[config.mk]
export PLATFORM = sky130hd
export DESIGN_NAME = pipe_stage_reg
export DESIGN_NICKNAME = d
export VERILOG_FILES = /design/src/rtl/pipe_stage_reg.sv
export SDC_FILE = /design/constraint.sdc
export NUM_CORES = 1
export LEC_CHECK = 0
export BUFFER_PORTS_ARGS = -buffer_cell sky130_fd_sc_hd__clkbuf_2
export CORE_MARGIN = 5
export CORE_UTILIZATION = 46
export CTS_CLUSTER_SIZE = 40
export DETAILED_ROUTE_END_ITERATION = 16
export PLACE_DENSITY = 0.8
export SYNTH_ARGS = -nofsm -noshare
export SYNTH_HDL_FRONTEND = slang
export SYNTH_SLANG_ARGS = --single-unit
[constraint.sdc]
create_clock -name reloj -period 4.4 [get_ports reloj]
set_input_delay 0.22 -clock reloj [delete_from_list [all_inputs] [get_ports reloj]]
set_output_delay 0.22 -clock reloj [all_outputs]
set_load 0.01 [all_outputs]
[src/rtl/pipe_stage_reg.sv]
// ---------------------------------------------------------------------------
// pipe_stage_reg
//
// Pipeline stage register with a valid/ready handshake, synchronous flush and
// a saturating stall counter. It carries a control field and a data field
// between two pipeline stages. A flushed or reset stage holds an all-zero
// control field, so a bubble decodes as a NOP downstream.
//
// Build option (macro PIPE_SKID_EN):
//   defined   - two-entry skid buffer, three-state FSM (EMPTY/ONE/TWO).
//               in_ready comes straight from a flop, so there is no
//               combinational path from out_ready to in_ready.
//   undefined - single register, two-state FSM (EMPTY/FULL). in_ready is
//               combinational: !out_valid || out_ready.
//
// Parameters:
//   CTRL_W - control field width (cleared on reset and flush)
//   DATA_W - data field width (cleared on reset, held on flush)
//   CNT_W  - stall counter width
//
// Ports:
//   reloj      in   clock, rising edge
//   reset      in   asynchronous active-high reset
//   flush      in   synchronous flush, empties the stage on this edge
//   in_valid   in   upstream word valid
//   in_ready   out  stage can accept a word this cycle
//   in_ctrl    in   upstream control field
//   in_data    in   upstream data field
//   out_valid  out  output word valid
//   out_ready  in   downstream accepts the output word this cycle
//   out_ctrl   out  registered control field
//   out_data   out  registered data field
//   stall_cnt  out  saturating count of cycles with out_valid && !out_ready
// ---------------------------------------------------------------------------
module pipe_stage_reg #(
  parameter int CTRL_W = 10,
  parameter int DATA_W = 106,
  parameter int CNT_W  = 16
) (
  input  logic              reloj,
  input  logic              reset,
  input  logic              flush,
  input  logic              in_valid,
  output logic              in_ready,
  input  logic [CTRL_W-1:0] in_ctrl,
  input  logic [DATA_W-1:0] in_data,
  output logic              out_valid,
  input  logic              out_ready,
  output logic [CTRL_W-1:0] out_ctrl,
  output logic [DATA_W-1:0] out_data,
  output logic [CNT_W-1:0]  stall_cnt
);

  logic              accept;
  logic              emit;
  logic [CTRL_W-1:0] main_ctrl_reg;
  logic [DATA_W-1:0] main_data_reg;
  logic [CNT_W-1:0]  stall_cnt_reg;

  assign accept   = in_valid && in_ready;
  assign emit     = out_valid && out_ready;
  assign out_ctrl = main_ctrl_reg;
  assign out_data = main_data_reg;

`ifdef PIPE_SKID_EN

  typedef enum logic [1:0] {
    ST_EMPTY = 2'd0,
    ST_ONE   = 2'd1,
    ST_TWO   = 2'd2
  } state_t;

  state_t            state_reg;
  state_t            state_next;
  logic              in_ready_reg;
  logic [CTRL_W-1:0] skid_ctrl_reg;
  logic [DATA_W-1:0] skid_data_reg;
  logic              load_main_in;
  logic              load_main_skid;
  logic              load_skid;

  always_comb begin
    state_next     = state_reg;
    load_main_in   = 1'b0;
    load_main_skid = 1'b0;
    load_skid      = 1'b0;
    if (flush) begin
      // Flush wins over accept and emit; any word offered this cycle is lost.
      state_next = ST_EMPTY;
    end else begin
      case (state_reg)
        ST_EMPTY: begin
          if (accept) begin
            state_next   = ST_ONE;
            load_main_in = 1'b1;
          end
        end
        ST_ONE: begin
          if (accept && emit) begin
            load_main_in = 1'b1;
          end else if (accept) begin
            // Downstream stalled: park the new word behind the main word.
            state_next = ST_TWO;
            load_skid  = 1'b1;
          end else if (emit) begin
            state_next = ST_EMPTY;
          end
        end
        ST_TWO: begin
          if (emit) begin
            state_next     = ST_ONE;
            load_main_skid = 1'b1;
          end
        end
        default: state_next = ST_EMPTY;
      endcase
    end
  end

  always_ff @(posedge reloj or posedge reset) begin
    if (reset) begin
      state_reg     <= ST_EMPTY;
      in_ready_reg  <= 1'b1;
      main_ctrl_reg <= '0;
      main_data_reg <= '0;
      skid_ctrl_reg <= '0;
      skid_data_reg <= '0;
    end else begin
      state_reg    <= state_next;
      // Registered copy of (state != TWO) so in_ready never sees out_ready.
      in_ready_reg <= (state_next != ST_TWO);

      if (load_main_in) begin
        main_data_reg <= in_data;
      end else if (load_main_skid) begin
        main_data_reg <= skid_data_reg;
      end

      if (flush) begin
        main_ctrl_reg <= '0;
      end else if (load_main_in) begin
        main_ctrl_reg <= in_ctrl;
      end else if (load_main_skid) begin
        main_ctrl_reg <= skid_ctrl_reg;
      end

      if (load_skid) begin
        skid_data_reg <= in_data;
      end

      if (flush) begin
        skid_ctrl_reg <= '0;
      end else if (load_skid) begin
        skid_ctrl_reg <= in_ctrl;
      end
    end
  end

  assign in_ready  = in_ready_reg;
  assign out_valid = (state_reg != ST_EMPTY);

`else

  typedef enum logic {
    ST_EMPTY = 1'b0,
    ST_FULL  = 1'b1
  } state_t;

  state_t state_reg;
  state_t state_next;
  logic   load_main;

  always_comb begin
    state_next = state_reg;
    load_main  = 1'b0;
    if (flush) begin
      state_next = ST_EMPTY;
    end else if (accept) begin
      state_next = ST_FULL;
      load_main  = 1'b1;
    end else if (emit) begin
      state_next = ST_EMPTY;
    end
  end

  always_ff @(posedge reloj or posedge reset) begin
    if (reset) begin
      state_reg     <= ST_EMPTY;
      main_ctrl_reg <= '0;
      main_data_reg <= '0;
    end else begin
      state_reg <= state_next;
      if (load_main) begin
        main_data_reg <= in_data;
      end
      if (flush) begin
        main_ctrl_reg <= '0;
      end else if (load_main) begin
        main_ctrl_reg <= in_ctrl;
      end
    end
  end

  // The stage can take a word when empty or when its word leaves this cycle.
  assign in_ready  = !out_valid || out_ready;
  assign out_valid = (state_reg == ST_FULL);

`endif

  // Stall accounting ignores flush; only reset clears it.
  always_ff @(posedge reloj or posedge reset) begin
    if (reset) begin
      stall_cnt_reg <= '0;
    end else if (out_valid && !out_ready && (stall_cnt_reg != {CNT_W{1'b1}})) begin
      stall_cnt_reg <= stall_cnt_reg + {{(CNT_W-1){1'b0}}, 1'b1};
    end
  end

  assign stall_cnt = stall_cnt_reg;

endmodule

After elaboration in Yosys (flattened, before gate mapping)
Index checks and enable logic that the tools add are counted.
{"block": "classes", "n_reduce_logical": 9, "mux": 7, "eq_ne": 1, "add_sub_neg": 1}
{"operator": "2-to-1 mux 10 bit", "n": 2}
{"operator": "adder 16 x 1 -> 16 bit (second input constant)", "n": 1}
{"operator": "inequality test 16 bit (second input constant)", "n": 1}
{"operator": "2-to-1 mux 1 bit", "n": 5}
{"operator": "logical AND 1 bit", "n": 4}
{"operator": "nonzero test 3 bit", "n": 1}
{"operator": "logical NOT 1 bit", "n": 2}
{"operator": "nonzero test 2 bit", "n": 1}
{"operator": "logical OR 1 bit", "n": 1}
{"block": "word_totals", "wordCells": 22, "register_bits": 133, "input_bits": 121, "out_inout_bits": 134}

Logic depth before layout (Yosys ltp)
{"block": "logic_depth", "depth_word": 7, "ltp_mapped": 7, "mapped_depth_nobuf": 5}

Worst setup path after synthesis
No wires, ideal clock.
{"block": "synth_timing", "kind": "register to register", "from": "reg state_reg (netlist: out_valid)", "to": "reg main_data_reg[27] (netlist: out_data[27])", "required_time_ps": 4272, "path_stages_with_launch": 8, "synth_period_minus_slack_ps": 1809, "t_arrival_ps": 1681, "setup_slack_ps": 2591, "n_path_buf": 3, "setup_ps": 128, "cell_sequence": "dfrtp_1 > nand2b_1 > buf_2 > nand2_1 > nor2_2 > buf_2 > buf_2 > mux2_1"}
{"block": "synth_between", "elab_chain_cells": 5}
{"element": "start, declared", "line": "169", "source": "state_t state_reg;"}
{"element": "start signal, assigned", "line": "192", "source": "state_reg <= state_next;"}
{"element": "logical NOT 1 bit", "line": "205", "source": "assign in_ready = !out_valid || out_ready;"}
{"element": "logical OR 1 bit", "line": "205"}
{"element": "named net in_ready", "line": "44", "source": "output logic in_ready,"}
{"element": "logical AND 1 bit", "line": "60", "source": "assign accept = in_valid && in_ready;"}
{"element": "2-to-1 mux 1 bit", "line": "178", "source": "end else if (accept) begin"}
{"element": "2-to-1 mux 1 bit", "line": "176", "source": "if (flush) begin"}
{"element": "end signal, assigned", "line": "194", "source": "main_data_reg <= in_data;"}
{"element": "end, declared", "line": "57", "source": "logic [DATA_W-1:0] main_data_reg;"}
The timed path passes the listed nets, and every way through them passes these cells.
A chain may end at the register's enable or synchronous reset.

Worst setup path after layout
{"block": "layout_timing", "from": "reg state_reg (netlist: out_valid)", "to": "reg main_data_reg[18] (netlist: out_data[18])"}
{"block": "layout_between", "elab_chain_cells": 5}
{"element": "logical NOT 1 bit", "line": "205"}
{"element": "logical OR 1 bit", "line": "205"}
{"element": "logical AND 1 bit", "line": "60"}
{"element": "2-to-1 mux 1 bit", "line": "178"}
{"element": "2-to-1 mux 1 bit", "line": "176"}
No other way between the ends.

==> impl_results.md <==
- RSZ-0062 raised after global routing: no
- Num Clock Sinks: 133
- Multi-input gate area: 0.00171 mm^2
- Buffers added on ports: ~250
- Synth Cell Area: 0.00511 mm^2
- Gr usage total: 24.5%
- Maxcap violations: 0
- Initial antenna violation count: 0
- Count leader, synth: dfrtp_1
- Leakage: 4.11 nW
- CP Max Fanout: 33
- Ys flop type: dfrtp_1
- CTS root buf: clkbuf_8
- Detailed Routing Iterations Pass 1: 4
- Global Route met1 Usage: 27.6%
- First-pass GRT wire length: approximately 25 mm
- Vias in the first global route: 4,725
- # setup viols final: 0
- Mux contribution to synthesized area: 23.6%
- Tcrit/Tclk final: 56.1%
- Final instance area: 0.00831 mm^2
- Count of flip-flops with a built-in enable after synthesis: 0
- Post-synthesis register bit count: 133
- Headroom to the max-slew limit: 33.4%
- Synth cell types: 30
- Remaining antenna violation count: 0
- Synth-to-layout area growth: 62.5%
- Core Region: 0.0109 mm^2
- Final min period: ~2500 ps
- I/O pin total: 255
- Placed Area: 0.00654 mm^2
- Share of cells above drive strength 1: 40.8%
- Status: finished, final reports clean
- Hold Vio Cnt, Final: 0
- Register area share after synthesis: 65.1%
- Dpl hpwl: around 9.7 mm
- CTS buffer count: 17
- Main combinational cell family by area after synthesis: multiplexers
- Post-synthesis simple-gate area fraction: under 10%
- H-tree levels: 4
- Worst Tran Pin Value: 997 ps
- Row count: 38
- Initial drt markers: between 150 and 200
- Via count: 4,274
- Drt total wl: 16.0 mm
- Largest net degree at the start of global routing: 82
- Initial Util: 47.0%
- Xor and xnor area share after synthesis: 2.57%
- Worst Skew: 6.13 ps
- Max Freq: around 400 MHz
- Setup tns final: 0 ps
- Post-Syn Area per Cell: 15.8 um^2
- Top cells by count, synth: 133 x dfrtp_1, 107 x mux2_1, 13 x buf_2
- Setup bufs post-CTS: 0
- Reg area: approximately 0.0033 mm^2
- Total die area: 0.0133 mm^2
- Critical Path Sink Type: flop
- Vias per inst: 4.98
- Worst EP required: 4780 ps
- Global route total overflow: 0
- Synth Net Count: 445
- Setup crit start kind: flop
- Gp weighted congestion: 0.833
- Cts repair resizes: 0
- Most Crowded Layer GR: met2
- Chip Width: 115 um
- Clock Pin Slew Worst Setup and Hold Paths: about 60 ps
- Synth Instances: 323
- Yosys Warn Count: 0
- # hold bufs at CTS: 119
- Hold crit path type: in2reg
- Fin. max-slew vios: 0
- DRC viols: 0
- Clock Tree Buf Depth: 2
- WP data arrival: about 2900 ps
- Met3 GRT Util: ~5.2%
- Max FFs per register: 106
- Synth top area cells: dfrtp_1 65%, mux2_1 24%, a22o_1 1.7%
- Avg WL per Cell: 18.7 um
- Synth top area share: 65.1%
- Overall die height: 115 um
- Layout Nets: 828
- Worst skew pair latency: 510 ps
- Fill cells: 652
- Synth area leader: dfrtp_1
- Async S/R FF share, synth: 100%
- Pwr Total: between 3 and 4 mW
- CTS tree: built
- Pwr/cell area: 436 mW/mm^2
- Compound-gate portion of the synthesized area: 2.47%
- Met2 global-route usage: 44.0%
- Post-Synth Adder-Cell Area: 0.245%
- Crit path kind: reg2reg
- VDD IR max: 0.000250 V
- Antenna cells: 0
-- area by class of cell --
type,count,share of cell area (%)
sequential,133,40.1
timing repair buffer,377,30.1
multi-input combinational,174,20.6
clock buffer,20,5.36
tap,140,2.11
clock inverter,12,1.55
inverter,3,0.166
-- stage by stage --
step / hold WS, ps / cells / worst slack (ps) / util [%]
global placement: 435 / 708 / 2060 / 60.1
finish: 259 / 859 / 1930 / 76.3
global route: 279 / 859 / 1750 / 76.3
floorplan: 283 / 323 / 626 / -
CTS: 227 / 859 / 1930 / 76.3
detailed placement: 440 / 708 / 1960 / 60.1
-- worst max-delay path, cell delays in order (launching register included) --
cell and delay (ps):
dfrtp_1 390, nand2b_1 240, nand2_1 140, nor2_4 760, buf_4 420, mux2_1 370
-- final timing paths --
check / start / to / slack (ps) / cells after the start
worst max-delay path: out_valid / out_data[18] / 1930 / 5
max in group asynchronous: reset / out_data[50] / 2650 / 4
worst max register to register: out_valid / out_data[18] / 1930 / 5
min in group asynchronous: reset / out_data[36] / 490 / 3
worst min register to register: out_data[98] / out_data[98] / 480 / 1
worst min-delay path: out_ready / stall_cnt[5] / 260 / 4
-- report_power, final --
| part | switching, mW | internal, mW |
|---|---|---|
| logic | 0.355 | 0.356 |
| clock network | 0.525 | 0.835 |
| registers | 0.135 | 1.42 |
-- per-layer routing --
layer	vias up	part of all wire, %
met3	40	6.9
li1	1930	-
met5	-	0
met4	0	3.5
met1	2106	36
met2	198	53
-- cell usage in the layout (no fill, tap or decap), types with 3 or more instances in the layout --
cell type / n
clkbuf_2: 254
clkinv_2: 4
nand3_1: 7
nor4_1: 4
xor2_1: 9
clkbuf_16: 16
a22o_1: 10
dlygate4sd3_1: 119
buf_4: 3
clkbuf_8: 3
clkinvlp_4: 3
mux2_1: 107
nor2_1: 4
dfrtp_1: 133
xnor2_1: 6
nand2_1: 3
-- logic make-up (layout without fill, tap and decap cells) --
| family | after synthesis | in the layout |
|---|---|---|
| compound gates | 16 | 16 |
| xor+xnor | 15 | 15 |
| fa+ha+maj | 1 | 1 |
| buf+inv | 16 | 412 |
| flops | 133 | 133 |
| mux | 107 | 107 |
| simple gates | 35 | 35 |
Note: power is estimated with default switching activity, not from simulation.
